===== src/rtl/ysyx_25050148_ifu.sv =====
// ----------------------------------------------------------------------------
// ysyx_25050148_ifu -- instruction fetch unit
//
// Purpose:
//   Fetches one instruction per loop from an instruction memory using a
//   valid/ready request channel and a valid-only response channel. The fetched
//   word and its address are presented to decode. The unit then waits for
//   write-back to supply the next PC before it issues another request.
//   Loop: IDLE (once after reset) -> REQ -> WAIT -> VALID -> NEXT -> REQ ...
//   With zero memory wait states, the unit fetches one instruction every
//   four cycles.
//
// Parameters:
//   RESET_PC        PC value loaded by reset (default 32'h80000000)
//
// Ports:
//   clk             single clock, rising edge
//   rst             asynchronous, active-low reset
//   imem_req_valid  fetch request present (REQ state only)
//   imem_req_ready  memory accepts the request
//   imem_req_addr   fetch address (always the current pc)
//   imem_resp_valid returned instruction data valid (honoured in WAIT only)
//   imem_resp_data  returned instruction word
//   inst_valid      pc/instruction hold a fetched instruction (VALID only)
//   inst_ready      decode accepts the instruction
//   pc              address of the current instruction
//   instruction     registered fetched word
//   npc_valid       next PC from write-back available (honoured in NEXT only)
//   npc             next PC
//   fetch_fault     misaligned next PC was loaded (alignment check build only)
//
// Configuration:
//   YSYX_25050148_IFU_ALIGN_CHECK_EN
//     When defined, a next PC with npc[1:0] != 0 is still loaded, but it
//     raises fetch_fault and parks the unit in FAULT until reset.
//     When undefined, there is no FAULT state, fetch_fault is tied low, and
//     npc is loaded unchecked.
// ----------------------------------------------------------------------------
module ysyx_25050148_ifu #(
  parameter logic [31:0] RESET_PC = 32'h80000000
) (
  input  logic        clk,
  input  logic        rst,
  output logic        imem_req_valid,
  input  logic        imem_req_ready,
  output logic [31:0] imem_req_addr,
  input  logic        imem_resp_valid,
  input  logic [31:0] imem_resp_data,
  output logic        inst_valid,
  input  logic        inst_ready,
  output logic [31:0] pc,
  output logic [31:0] instruction,
  input  logic        npc_valid,
  input  logic [31:0] npc,
  output logic        fetch_fault
);

  localparam logic [2:0] S_IDLE  = 3'd0;
  localparam logic [2:0] S_REQ   = 3'd1;
  localparam logic [2:0] S_WAIT  = 3'd2;
  localparam logic [2:0] S_VALID = 3'd3;
  localparam logic [2:0] S_NEXT  = 3'd4;
`ifdef YSYX_25050148_IFU_ALIGN_CHECK_EN
  localparam logic [2:0] S_FAULT = 3'd5;
`endif

  // RISC-V canonical nop (addi x0, x0, 0) shown to decode after reset.
  localparam logic [31:0] NOP_INST = 32'h00000013;

  logic [2:0]  state;
  logic [2:0]  state_next;
  logic [31:0] pc_q;
  logic [31:0] inst_q;

  // Handshake qualifiers. Each input is only honoured in its own state, so a
  // stray response or next-PC pulse elsewhere in the loop is ignored.
  logic req_fire;
  logic resp_take;
  logic inst_fire;
  logic npc_take;
  logic npc_misaligned;

  assign req_fire       = (state == S_REQ)   && imem_req_ready;
  assign resp_take      = (state == S_WAIT)  && imem_resp_valid;
  assign inst_fire      = (state == S_VALID) && inst_ready;
  assign npc_take       = (state == S_NEXT)  && npc_valid;
  assign npc_misaligned = (npc[1:0] != 2'b00);

  // Next-state logic for the fetch loop. IDLE always lasts a single cycle,
  // so a response that arrives during it (for example, left over from a
  // transaction abandoned by reset) can never be mistaken for fresh data.
  always_comb begin
    state_next = state;
    case (state)
      S_IDLE:  state_next = S_REQ;
      S_REQ:   if (req_fire)  state_next = S_WAIT;
      S_WAIT:  if (resp_take) state_next = S_VALID;
      S_VALID: if (inst_fire) state_next = S_NEXT;
      S_NEXT: begin
        if (npc_take) begin
`ifdef YSYX_25050148_IFU_ALIGN_CHECK_EN
          if (npc_misaligned) begin
            state_next = S_FAULT;
          end else begin
            state_next = S_REQ;
          end
`else
          state_next = S_REQ;
`endif
        end
      end
`ifdef YSYX_25050148_IFU_ALIGN_CHECK_EN
      // FAULT holds until reset: no requests and no instructions.
      S_FAULT: state_next = S_FAULT;
`endif
      default: state_next = S_IDLE;
    endcase
  end

  // State register. Reset abandons any transaction in flight.
  always_ff @(posedge clk or negedge rst) begin
    if (!rst) begin
      state <= S_IDLE;
    end else begin
      state <= state_next;
    end
  end

  // The PC only moves when write-back hands over a next PC in NEXT. It stays
  // untouched while a request is stalled, so imem_req_addr is stable in REQ.
  // A misaligned npc is loaded as well, so the faulting address is visible
  // on pc.
  always_ff @(posedge clk or negedge rst) begin
    if (!rst) begin
      pc_q <= RESET_PC;
    end else if (npc_take) begin
      pc_q <= npc;
    end
  end

  // Instruction register. Data is captured only in WAIT, so the word shown
  // to decode cannot change while it is being offered in VALID.
  always_ff @(posedge clk or negedge rst) begin
    if (!rst) begin
      inst_q <= NOP_INST;
    end else if (resp_take) begin
      inst_q <= imem_resp_data;
    end
  end

`ifdef YSYX_25050148_IFU_ALIGN_CHECK_EN
  logic fault_q;

  // Sticky fault flag. It is raised with the same edge that enters FAULT,
  // and only reset clears it.
  always_ff @(posedge clk or negedge rst) begin
    if (!rst) begin
      fault_q <= 1'b0;
    end else if (npc_take && npc_misaligned) begin
      fault_q <= 1'b1;
    end
  end

  assign fetch_fault = fault_q;
`else
  logic unused_align;

  assign unused_align = npc_misaligned;
  assign fetch_fault  = 1'b0;
`endif

  // Outputs are decoded from registered state only. They do not depend
  // combinationally on rst or on any handshake input.
  assign imem_req_valid = (state == S_REQ);
  assign imem_req_addr  = pc_q;
  assign inst_valid     = (state == S_VALID);
  assign pc             = pc_q;
  assign instruction    = inst_q;

endmodule


===== config.mk =====
export PLATFORM = sky130hd
export DESIGN_NAME = ysyx_25050148_ifu
export DESIGN_NICKNAME = d
export VERILOG_FILES = /design/src/rtl/ysyx_25050148_ifu.sv
export SDC_FILE = /design/constraint.sdc
export NUM_CORES = 1
export LEC_CHECK = 0
export ABC_AREA = 0
export ABC_CLOCK_PERIOD_IN_PS = 3200
export BUFFER_PORTS_ARGS = -buffer_cell sky130_fd_sc_hd__buf_2
export CAP_MARGIN = 20
export CORE_ASPECT_RATIO = 0.8
export CORE_MARGIN = 2
export CORE_UTILIZATION = 40
export CTS_CLUSTER_DIAMETER = 40
export DETAILED_ROUTE_END_ITERATION = 8
export PLACE_DENSITY = 0.78
export SKIP_LAST_GASP = 1
export SLEW_MARGIN = 20
export SYNTH_ARGS = -nofsm -noshare
export SYNTH_HDL_FRONTEND = slang
export SYNTH_SLANG_ARGS = --single-unit
export TNS_END_PERCENT = 5

===== constraint.sdc =====
create_clock -name clk -period 3.2 [get_ports clk]
set_clock_uncertainty 0.15 [all_clocks]
set_input_delay 0.32 -clock clk [delete_from_list [all_inputs] [get_ports clk]]
set_output_delay 0.32 -clock clk [all_outputs]
set_load 0.02 [all_outputs]

==> results of run 1 <==
registers in the layout, indices dropped and copies added, names as in the netlist:
name and cells:
state 3, instruction 32, imem_req_addr 32
metrics by stage:
step / instances / setup WS [ps] / total power [uW] / instance area [um2] / utilization [%]
after global placement: 405 / 1390 / 3510 / 3540 / 51.1
after CTS: 422 / 1290 / 4280 / 3740 / 54.1
after detailed placement: 405 / 1320 / 3580 / 3540 / 51.1
final: 422 / 1300 / 4210 / 3740 / 54.1
after floorplan: 188 / 1550 / 3080 / 2890 / -
after global routing: 422 / 1200 / 4460 / 3740 / 54.1
layout make-up:
| cell class | count | area (um2) |
|---|---|---|
| Tap cell | 87 | 109 |
| Clock inverter | 5 | 52.6 |
| Fill cell | 609 | 3180 |
| Inverter | 1 | 3.75 |
| Multi-Input combinational cell | 80 | 876 |
| Clock buffer | 11 | 141 |
| Sequential cell | 67 | 1680 |
| Timing Repair Buffer | 171 | 881 |
power by group through the flow:
stage          registers [uW]  logic (uW)  clock network, uW
2_1_floorplan            2020        1070                  0
3_3_place_gp             1520        1990                  0
3_5_place_dp             1550        2030                  0
4_1_cts                  1530        2030                711
5_1_grt                  1590        2130                744
6_report                 1530        2010                679
what timing repair did:
| item | in CTS | in global routing |
|---|---|---|
| hold buffers | 1 | 0 |
| resized for setup | 0 | 0 |
| endpoints found under the hold margin | 63 | 0 |
worst max path at each step:
stage	start	to	cells after the start
2_1_floorplan	state[0]	instruction[10]	4
3_3_place_gp	state[1]	imem_req_addr[6]	4
3_5_place_dp	state[1]	imem_req_addr[30]	4
4_1_cts	state[1]	imem_req_addr[30]	4
5_1_grt	state[1]	imem_req_addr[17]	4
6_report	state[1]	imem_req_addr[10]	4
logic make-up after synthesis:
kind of cell	count (synthesis)	share of synthesized area, %
DFF	67	58.2
muxes	64	26.3
other	1	0.130
AOI/OAI and AO/OA	4	0.996
and+or+nand+nor	11	2.95
buffers and inverters	41	11.4
cell usage after synthesis, types with 2 or more instances:
cell / number
dfrtp_1: 63
nand2_1: 3
buf_4: 33
dfstp_2: 4
mux2_2: 53
mux2_4: 10
buf_6: 7
and3b_1: 2
critical path, stage by stage (launching register included):
cell and delay, ps:
dfrtp_1 460, nor2_2 190, and3_1 180, buf_4 400, mux2_2 390
metal layers:
layer	routed length, um	vias up	part of all wire [%]
li1	-	895	-
met1	2260	939	39
met2	3010	94	52
met3	486	5	8.4
met4	34	0	0.59
met5	0	-	0
cell usage in the layout (no fill, tap or decap):
cell type / count
a221oi_1: 1
inv_1: 1
nand2b_4: 1
buf_4: 2
mux2_2: 53
a221o_1: 1
clkbuf_8: 10
and3b_1: 2
mux2_4: 10
nor3b_1: 1
dlygate4sd3_1: 1
dfstp_2: 4
dfrtp_1: 63
a21oi_1: 1
clkinvlp_4: 1
bufinv_16: 1
o21ai_0: 1
conb_1: 1
clkbuf_1: 1
and3_1: 1
nor2_1: 1
nor2_2: 1
clkinv_2: 3
mux2_1: 1
nor3b_4: 1
nand2_1: 3
buf_12: 1
buf_2: 167
==> results_dict.tcl, run 1 <==
set metrics [dict create \
    start_util_pct 41.7 \
    layout-drive-gt1-share_pct 76.1 \
    grt_pass1_vias 2006 \
    port-buffer-count 167 \
    grt_util_all_layers_pct 14.9 \
    period_needed_ps 1900 \
    antenna_left 0 \
    r2r-end "imem_req_addr[10]" \
    wl_per_cell_um 13.7 \
    antenna_found_initial 0 \
    synth-seq-cells 67 \
    syn_area_per_cell_um2 15.4 \
    vdd_drop_max_uv 415 \
    p_int_uw 2480 \
    crit_arrival_ps 1960 \
    status "finished clean" \
    hold_viol 0 \
    async_flop_share_pct 100 \
    grtUsageMet2_pct 27.2 \
    yosysTopAreaCell "dfrtp_1" \
    yosys_warnings 0 \
    cap_violations 0 \
    power_frac_seq_pct 36.2 \
    rsz0062_at_grt "false" \
    ys.flop_type "dfrtp_1" \
    overflow 0 \
    syn_nets 258 \
    io_pins 169 \
    rr_startpoint "state[1]" \
    cts_sinks 67 \
    synth_top_area_share_pct 54.6 \
    layout_worst_path_cycle_share_pct 59.3 \
    holdPathStages 2 \
    place_congestion 0.731 \
    postRouteWirelength_um 5790 \
    setup_violations 0 \
    hold_class "input pin to flop" \
    vias 1933 \
    die_w_um 99.0 \
    max_freq_mhz 527 \
    nNetsFinal 400 \
    clock_path_buffers 2 \
    post-cts-setup-buffers 0 \
    finalSetupTns_ps 0 \
    maxSlewViolCount 0 \
    die_y_um 80.0 \
    drt-initial-drc-count 55 \
    p_leak_uw 0.00202 \
    gr-max-usage-layer "met2" \
    end_kind "flop" \
    vias_per_cell 4.58 \
    tritoncts "yes" \
    crit_type "flop to flop" \
    combPwrFrac_pct 47.6 \
    clk_pin_slew_ps 70 \
    ff2ff_setup_slack_ps 1300 \
    die_area_um2 7920 \
    p_switching_uw 1730 \
    synth_edf_count 0 \
    critPathMaxFanout 32 \
    cts_root_buffer "clkbuf_8" \
    swShare_pct 41.1 \
    critPathRequiredTime_ps 3260 \
    hpwl_um 4300 \
    grt_max_degree 68 \
    drt_pass1_iterations 4 \
    cts_buffers 9 \
    grt_use_met3_pct 6.04 \
    synthDistinctLibCells 21 \
    ys_seq_area_share_pct 58.2 \
    synthCells 188 \
    num_rows 27 \
    grt_first_pass_wirelength_um 9200 \
    h-tree-depth 3 \
    startpoint_type "flop" \
    n_antenna_cell 0 \
    clk_latency_ps 330 \
    power_density_nw_per_um2 1130 \
    r2r.worst_path.cells 4 \
    syn-cell-area_um2 2890 \
    synthTopCellsByArea "dfrtp_1, mux2_2, buf_4" \
    hold_path_end "instruction[7]" \
    hold_path_startpoint "imem_resp_data[7]" \
    core_um2 6930 \
    area_growth_pct 29.7 \
    met1_usage_pct 15.9 \
    drc 0 \
    clockPowerShare_pct 16.1 \
    hold_slack_ps 66.7 \
]
Power figures use the tool's default switching activity.
==> run 2: changes to the inputs <==
ABC_CLOCK_PERIOD_IN_PS = 1800   (was 3200)
clock period = 1.8 ns   (was 3.2 ns; I/O delays follow)
==> run 2 against run 1 <==
Against the previous run: first-iteration DRC count fell by 35%; die area did not move; total power rose by 81%; count of clock-buffer cells in the layout did not move; critical path depth did not move; critical endpoint is now instruction[31]; largest cell class unchanged; largest power group unchanged; highest routed layer unchanged.
==> results_dict.tcl, run 2 (same netlist as run 1, synthesis figures left out) <==
set metrics [dict create \
    status "finished clean" \
    crit_arrival_ps 1790 \
    vias_per_cell 4.48 \
    place_congestion 0.738 \
    hold_path_end "state[0]" \
    start_util_pct 41.7 \
    path_delay_family "flip-flops" \
    antenna_found_initial 0 \
    r2r.worst_path.cells 4 \
    startpoint_type "flop" \
    die_w_um 99.0 \
    crit_type "flop to flop" \
    core_um2 6930 \
    cts_sinks 67 \
    clk_pin_slew_ps 70 \
    max_freq_mhz 580 \
    maxSlewViolCount 0 \
    grt_util_all_layers_pct 18.2 \
    cpPeakStageDelay_ps 450 \
    drt_pass1_iterations 4 \
    nNetsFinal 466 \
    clock_path_buffers 2 \
    regArea_um2 1680 \
    cts_buffers 9 \
    hpwl_um 4270 \
    port-buffer-count 167 \
    h-tree-depth 3 \
    final_design_area_no_fill_um2 4420 \
    n_antenna_cell 0 \
    hold_viol 0 \
    vdd_drop_max_uv 792 \
    finalSetupTns_ps 0 \
    multi_input_area_um2 876 \
    hold_class "input pin to flop" \
    area_growth_pct 53.1 \
    grt_pass1_vias 2330 \
    critPathBufInv 1 \
    nFillCells 527 \
    io_pins 169 \
    ff2ff_setup_slack_ps 80 \
    power_density_nw_per_um2 1730 \
    num_rows 27 \
    cap_violations 0 \
    crit_path_cell_trace "nand2b_4, nor3b_4, buf_12, mux2_2" \
    clk_latency_ps 330 \
    mostFrequentLayoutCells "buf_2, dlygate4sd3_1, dfrtp_1" \
    grt_first_pass_wirelength_um 11300 \
    vias 2188 \
    rsz0062_at_grt "false" \
    rr_startpoint "state[0]" \
    end_kind "flop" \
    postRouteWirelength_um 6970 \
    antenna_left 0 \
    tritoncts "yes" \
    layout-drive-gt1-share_pct 63.3 \
    period_needed_ps 1720 \
    p_leak_uw 0.00230 \
    die_y_um 80.0 \
    holdPathStages 3 \
    layout_worst_path_cycle_share_pct 95.8 \
    ctsResizeCount 0 \
    cts_root_buffer "clkbuf_8" \
    hold_path_startpoint "inst_ready" \
    final_common_cell "buf_2" \
    overflow 0 \
    wl_per_cell_um 14.3 \
    r2r-end "instruction[31]" \
    setup_violations 0 \
    drt-initial-drc-count 36 \
    dpl_cell_area_um2 3570 \
    die_area_um2 7920 \
    grt_max_degree 68 \
    critPathRequiredTime_ps 1860 \
    critPathMaxFanout 32 \
    crit_slowest_cell "dfrtp_1" \
    drc 0 \
]
run 2: final cells by class:
cell class | count | area share, %
clock buffer | 11 | 2.97
clock inverter | 5 | 1.22
inverter | 1 | 0.0849
multi-input combinational | 80 | 19.8
sequential | 67 | 38.0
tap | 87 | 2.46
timing repair buffer | 237 | 35.4
run 2: per-layer routing:
| metal | global-route usage [%] | share of wire (%) | up-vias | routed length, um |
|---|---|---|---|---|
| li1 | - | - | 1026 | - |
| met1 | 20.4 | 38 | 1062 | 2650 |
| met2 | 33.9 | 54 | 94 | 3780 |
| met3 | 5.95 | 7.0 | 6 | 490 |
| met4 | 3.97 | 0.72 | 0 | 50 |
| met5 | 0 | 0 | - | 0 |
run 2: how the worst max path moves through the flow:
stage | startpoint | to | slack [ps] | cells after the start
4_1_cts | state[0] | instruction[20] | 80 | 4
6_report | state[0] | instruction[31] | 80 | 4
5_1_grt | state[0] | instruction[31] | 9 | 4
3_5_place_dp | state[0] | instruction[20] | 90 | 4
3_3_place_gp | state[0] | instruction[22] | 120 | 4
2_1_floorplan | state[0] | instruction[10] | 150 | 4
run 2: per-stage QoR:
stage	std cells	total power [uW]	utilization (%)	worst slack (ps)	hold WS, ps
6_report	488	7650	63.8	75.6	37.5
5_1_grt	488	8070	63.8	8.76	44.4
4_1_cts	488	7700	63.8	78.3	17.4
3_5_place_dp	405	6370	51.5	88.3	80.2
3_3_place_gp	405	6260	51.5	122	72.9
2_1_floorplan	188	5480	-	149	-266
run 2: report_power, final:
group	internal, uW	leakage (uW)	switching [uW]
Sequential	2260	0.000827	478
Clock	636	0.0000971	540
Combinational	1600	0.00137	2130
run 2: timing repair:
action,in CTS,in global routing
hold buffers,67,0
endpoints found under the hold margin,130,0
setup buffers,0,0
run 2: worst min-delay path, cell delays in order:
cell	delay [ps]
buf_2	120
inv_1	50
a221o_1	130
